<file path="src/rtl/p4_mem_stage.sv">
// p4_mem_stage: MEM-stage controller; word load/store over a ready/valid
// port, pipeline stall generation and MEM/WB output registers.
//
// Ports:
//   clock, reset        rising-edge clock, async active-high reset
//   ex_type/result/     EX/MEM bundle (result is the byte address
//   store/rd            for loads and stores)
//   stall               combinational freeze to EX/MEM and earlier
//   mem_req/we/addr/    registered data-memory request
//   wdata
//   mem_ready/rdata     memory completion and load data
//   wb_type/rd/data/en  registered MEM/WB bundle
//   misalign_err        one-cycle pulse, misaligned load/store
//   bus_err             one-cycle pulse, access timed out
module p4_mem_stage #(
  parameter int TIMEOUT = 16
) (
  input  logic        clock,
  input  logic        reset,
  input  logic [2:0]  ex_type,
  input  logic [31:0] ex_result,
  input  logic [31:0] ex_store,
  input  logic [4:0]  ex_rd,
  output logic        stall,
  output logic        mem_req,
  output logic        mem_we,
  output logic [31:0] mem_addr,
  output logic [31:0] mem_wdata,
  input  logic        mem_ready,
  input  logic [31:0] mem_rdata,
  output logic [2:0]  wb_type,
  output logic [4:0]  wb_rd,
  output logic [31:0] wb_data,
  output logic        wb_en,
  output logic        misalign_err,
  output logic        bus_err
);

  localparam int CW =
    (TIMEOUT > 1) ? $clog2(TIMEOUT) : 1;
  localparam logic [CW-1:0] LAST =
    CW'(TIMEOUT - 1);

  localparam logic [2:0] T_RALU  = 3'd0;
  localparam logic [2:0] T_IALU  = 3'd1;
  localparam logic [2:0] T_LOAD  = 3'd2;
  localparam logic [2:0] T_STORE = 3'd3;
  localparam logic [2:0] T_JUMP  = 3'd5;
  localparam logic [2:0] T_BUBB  = 3'd7;

  typedef enum logic {
    IDLE,
    ACCESS
  } state_t;

  state_t state, state_d;

  logic [CW-1:0] cnt, cnt_d;
  logic          req_d, we_d;
  logic [31:0]   addr_d, wdata_d;
  logic [2:0]    wb_type_d;
  logic [4:0]    wb_rd_d;
  logic [31:0]   wb_data_d;
  logic          wb_en_d;
  logic          mis_d, bus_d;

  logic is_ls, aligned;
  logic mem_op, mis_op;
  logic last, rd_nz, alu_wr;

  assign is_ls   = (ex_type == T_LOAD) ||
                   (ex_type == T_STORE);
  assign aligned = (ex_result[1:0] == 2'b00);
  assign mem_op  = is_ls && aligned;
  assign mis_op  = is_ls && !aligned;
  assign last    = (cnt == LAST);
  assign rd_nz   = (ex_rd != 5'd0);
  assign alu_wr  = (ex_type == T_RALU) ||
                   (ex_type == T_IALU) ||
                   (ex_type == T_JUMP);

  // Stall drops in the final ACCESS cycle so EX/MEM
  // advances on the edge that MEM/WB captures.
  assign stall =
    ((state == IDLE) && mem_op) ||
    ((state == ACCESS) && !mem_ready && !last);

  always_comb begin
    state_d   = state;
    cnt_d     = cnt;
    req_d     = mem_req;
    we_d      = mem_we;
    addr_d    = mem_addr;
    wdata_d   = mem_wdata;
    wb_type_d = T_BUBB;
    wb_rd_d   = 5'd0;
    wb_data_d = 32'd0;
    wb_en_d   = 1'b0;
    mis_d     = 1'b0;
    bus_d     = 1'b0;
    case (state)
      IDLE: begin
        unique case (1'b1)
          mem_op: begin
            state_d = ACCESS;
            cnt_d   = '0;
            req_d   = 1'b1;
            we_d    = (ex_type == T_STORE);
            addr_d  = {ex_result[31:2], 2'b00};
            wdata_d = ex_store;
          end
          mis_op: begin
            mis_d = 1'b1;
          end
          default: begin
            wb_type_d = ex_type;
            wb_rd_d   = ex_rd;
            wb_data_d = ex_result;
            wb_en_d   = alu_wr && rd_nz;
          end
        endcase
      end
      ACCESS: begin
        if (mem_ready) begin
          state_d   = IDLE;
          req_d     = 1'b0;
          wb_type_d = ex_type;
          wb_rd_d   = ex_rd;
          if (!mem_we) begin
            wb_data_d = mem_rdata;
            wb_en_d   = rd_nz;
          end
        end else if (last) begin
          state_d = IDLE;
          req_d   = 1'b0;
          bus_d   = 1'b1;
        end else begin
          cnt_d = cnt + CW'(1);
        end
      end
      default: begin
        state_d = IDLE;
        req_d   = 1'b0;
      end
    endcase
  end

  always_ff @(posedge clock or posedge reset) begin
    if (reset) begin
      state        <= IDLE;
      cnt          <= '0;
      mem_req      <= 1'b0;
      mem_we       <= 1'b0;
      mem_addr     <= 32'd0;
      mem_wdata    <= 32'd0;
      wb_type      <= T_BUBB;
      wb_rd        <= 5'd0;
      wb_data      <= 32'd0;
      wb_en        <= 1'b0;
      misalign_err <= 1'b0;
      bus_err      <= 1'b0;
    end else begin
      state        <= state_d;
      cnt          <= cnt_d;
      mem_req      <= req_d;
      mem_we       <= we_d;
      mem_addr     <= addr_d;
      mem_wdata    <= wdata_d;
      wb_type      <= wb_type_d;
      wb_rd        <= wb_rd_d;
      wb_data      <= wb_data_d;
      wb_en        <= wb_en_d;
      misalign_err <= mis_d;
      bus_err      <= bus_d;
    end
  end

endmodule

</file>
<file path="config.mk">
export PLATFORM = sky130hd
export DESIGN_NAME = p4_mem_stage
export DESIGN_NICKNAME = d
export VERILOG_FILES = /design/src/rtl/p4_mem_stage.sv
export SDC_FILE = /design/constraint.sdc
export NUM_CORES = 1
export LEC_CHECK = 0
export CAP_MARGIN = 20
export CORE_MARGIN = 5
export CORE_UTILIZATION = 60
export DETAILED_ROUTE_END_ITERATION = 16
export DONT_BUFFER_PORTS = 1
export MAX_ROUTING_LAYER = met4
export PLACE_DENSITY = 0.75
export SETUP_SLACK_MARGIN = 0.4
export SLEW_MARGIN = 20
export SYNTH_ARGS = -nofsm -noshare
export SYNTH_HDL_FRONTEND = slang
export SYNTH_SLANG_ARGS = --single-unit
export TNS_END_PERCENT = 10
</file>
<file path="constraint.sdc">
create_clock -name clock -period 4.65 [get_ports clock]
set_input_delay 0.93 -clock clock [delete_from_list [all_inputs] [get_ports clock]]
set_output_delay 0.93 -clock clock [all_outputs]
set_load 0.01 [all_outputs]
</file>
==> metrics.csv <==
stage;metric;value;unit
cts;CTS H-tree depth;3;
cts;Clock Tree Root;clkbuf_8;
cts;CTS tree;built;
power;Max rail drop VDD;0.000236;V
sta;Final Worst Setup Slack;2.02;ns
place;input/output buffers;0;
power;Switching Fraction;27.1;%
floorplanning;io pins;217;
power;Switching Power;0.000588;W
setup_path;CP max stage delay;0.44;ns
setup_path;Reg2Reg Setup Slack;2.68;ns
finish;share of cells above drive strength 1;33.8;%
cts;Worst-path clk slew;0.10;ns
setup_path;kind of critical path;in2out;
routing;DR pass1 iterations;4;
place;Cell Count Post-Placement;352;
sta;fin crit period;2.63;ns
cts;clk sinks;112;
sta;setup_tns;0;ns
routing;via count;2196;
synthesis;sequential area share after synthesis;66.9;%
routing;post-route ant nets;0;
synthesis;cell with the most instances after synthesis;dfrtp_1;
synthesis;synthesis warning total;0;
setup_path;Worst path slowest cell;a22oi_1;
synthesis;ys async rst share;100;%
place;dpl cell area;4240;um^2
grt;initial antenna violation count;0;
setup_path;required time of the critical path;3.72;ns
setup_path;CP max FO;6;
cts;Post-CTS Setup Repair Bufs;0;
synthesis;Synth cell types;29;
worst_hold_path;Hold Crit Class;reg2reg;
setup_path;Critical Path, Cell by Cell;nor3b_4 -> a22oi_1 -> inv_1;
floorplanning;core outline area;6790;um^2
synthesis;largest area contributor in the netlist;dfrtp_1;
synthesis;Synth Instances;267;
grt;vias in the first global route;2381;
grt;GR Util All Layers;21.3;%
routing;DR DRC count;0;
finish;Ant. Diodes;0;
sta;Post-Route Skew;0.00889;ns
grt;first-pass GRT wire length;13400;um
routing;Initial DRC Count;63;
floorplanning;num rows;30;
finish;fin nets;375;
finish;Design Area, Final;4470;um^2
setup_path;crit start category;primary input;
place;GP Congestion;0.771;
sta;Worst Tran Pin Value;0.824;ns
floorplanning;Initial Utilization;61.7;%
sta;fin crit share;56.5;%
sta;fin. max-slew vios;0;
job;total of max-cap violations;0;
place;worst slack at placement;2.03;ns
grt;GR Overflow Total;0;
synthesis;synth top area cells;dfrtp_1, mux2_2, a22o_1;
power;internal power;0.00159;W
routing;vias per cell;5.97;
power;clock share of power;28.9;%
setup_path;CP Capture Type;output pin;
floorplanning;die height;93.6;um
cts;Clock Latency Late Sink;0.36;ns
cts;hold buffers post-CTS;0;
sta;slew margin rel.;45.1;%
floorplanning;die width;93.6;um
cts;post_cts resized;0;
sta;final setup fails;0;
synthesis;top cell type's share of synthesized area;65.0;%
power;Flop pwr share;61.3;%
power;pwr/cell area;486;nW/um^2
floorplanning;die area;8760;um^2
synthesis;number of synthesized flops with an enable pin;0;
place;DP HPWL;6750;um
synthesis;synthesized area;4190;um^2
routing;drt total wl;9120;um
finish;Layout area overhead;6.59;%
routing;Wirelength per Cell;24.8;um
synthesis;top_reg_cell synth;dfrtp_1;
sta;unrepaired setup endpoints after global routing;no;
finish;Finished Layout Cells;368;
sta;fmax;381;MHz
power;LEAKAGE;2.08;nW
grt;largest net degree at the start of global routing;87;
power;Comb power frac;9.8;%
setup_path;crit path DAT;1.70;ns
sta;Final Hold Violating Endpoints;0;
cts;Clock Path Buffers;2;
status;status;finished, final reports clean;
sta;Hold WS;0.550;ns
synthesis;Syn Area/Cell;15.7;um^2
synthesis;register bit total from synthesis;112;
synthesis;Post-synth top cells;dfrtp_1, mux2_2, a22o_1;
cts;total CTS buffers;9;
[cell families after synthesis]
group           synth area share (%)
flops                           66.9
mux                             17.5
simple gates                    3.64
other cells                   0.0894
buf+inv                         3.10
fa+ha+maj                      0.298
compound gates                  8.50
[registers in the layout (all words and copies together), names as in the netlist]
register / flops
state: 1
wb_rd: 5
mem_we: 1
wb_data: 32
misalign_err: 1
wb_en: 1
wb_type: 3
cnt: 4
mem_addr: 30
mem_req: 1
mem_wdata: 32
bus_err: 1
[path summary, 6_finish.rpt]
kind,from,endpoint,depth (start not counted)
min,cnt[0]$_DFFE_PP0P_,cnt[0]$_DFFE_PP0P_,1
max,ex_type[1],stall,3
min in group asynchronous,reset,wb_data[5]$_DFF_PP0_,1
min reg2reg,cnt[0]$_DFFE_PP0P_,cnt[0]$_DFFE_PP0P_,1
max reg2reg,state$_DFF_PP0_,mem_wdata[15]$_DFFE_PP0P_,3
max in group asynchronous,reset,mem_addr[12]$_DFFE_PP0P_,2
[power by group through the flow]
stage	Sequential (W)	Combinational, W	Clock [W]
global route	0.00135	0.000240	0.000686
finish	0.00133	0.000212	0.000629
floorplan	0.00131	0.000189	0
global placement	0.00135	0.000205	0
CTS	0.00134	0.000216	0.000645
detailed placement	0.00135	0.000217	0
[critical path: cells and delay by family]
family | cells | cell delay, ns
buffers and inverters | 1 | 0.17
AO/OA/AOI/OAI | 1 | 0.44
AND/OR/NAND/NOR | 1 | 0.15
[through the flow]
step                total power, W  utilization (%)
floorplan                  0.00149                -
global placement           0.00156             62.4
detailed placement         0.00157             62.4
CTS                        0.00220             65.8
global route               0.00228             65.8
finish                     0.00217             65.8
[placed cells by master, fill, tap and decap left out, types with 3 or more instances in the layout]
| cell | n |
|---|---|
| mux2_2 | 65 |
| inv_1 | 4 |
| clkbuf_8 | 10 |
| a22o_1 | 34 |
| dfstp_2 | 3 |
| dfrtp_1 | 109 |
| buf_4 | 3 |
| nand2_1 | 3 |
| and2_1 | 5 |
| nor2_1 | 6 |
[cell type report]
type / instances / area, um^2
fillers: 482 / 2320
clock inverters: 6 / 92.6
well taps: 96 / 120
clock buffers: 10 / 138
flip-flops and latches: 112 / 2810
repair buffers: 3 / 22.5
inverters: 5 / 23.8
multi-input cells: 136 / 1270
[metal layers]
metal  part of all wire [%]  up-vias  track usage [%]
li1                       -      945                -
met1                     35     1102             24.0
met2                     52      140             34.7
met3                     12        9             9.25
met4                    1.0        0             6.38
met5                      0        -                -
Power figures use the tool's default switching activity.
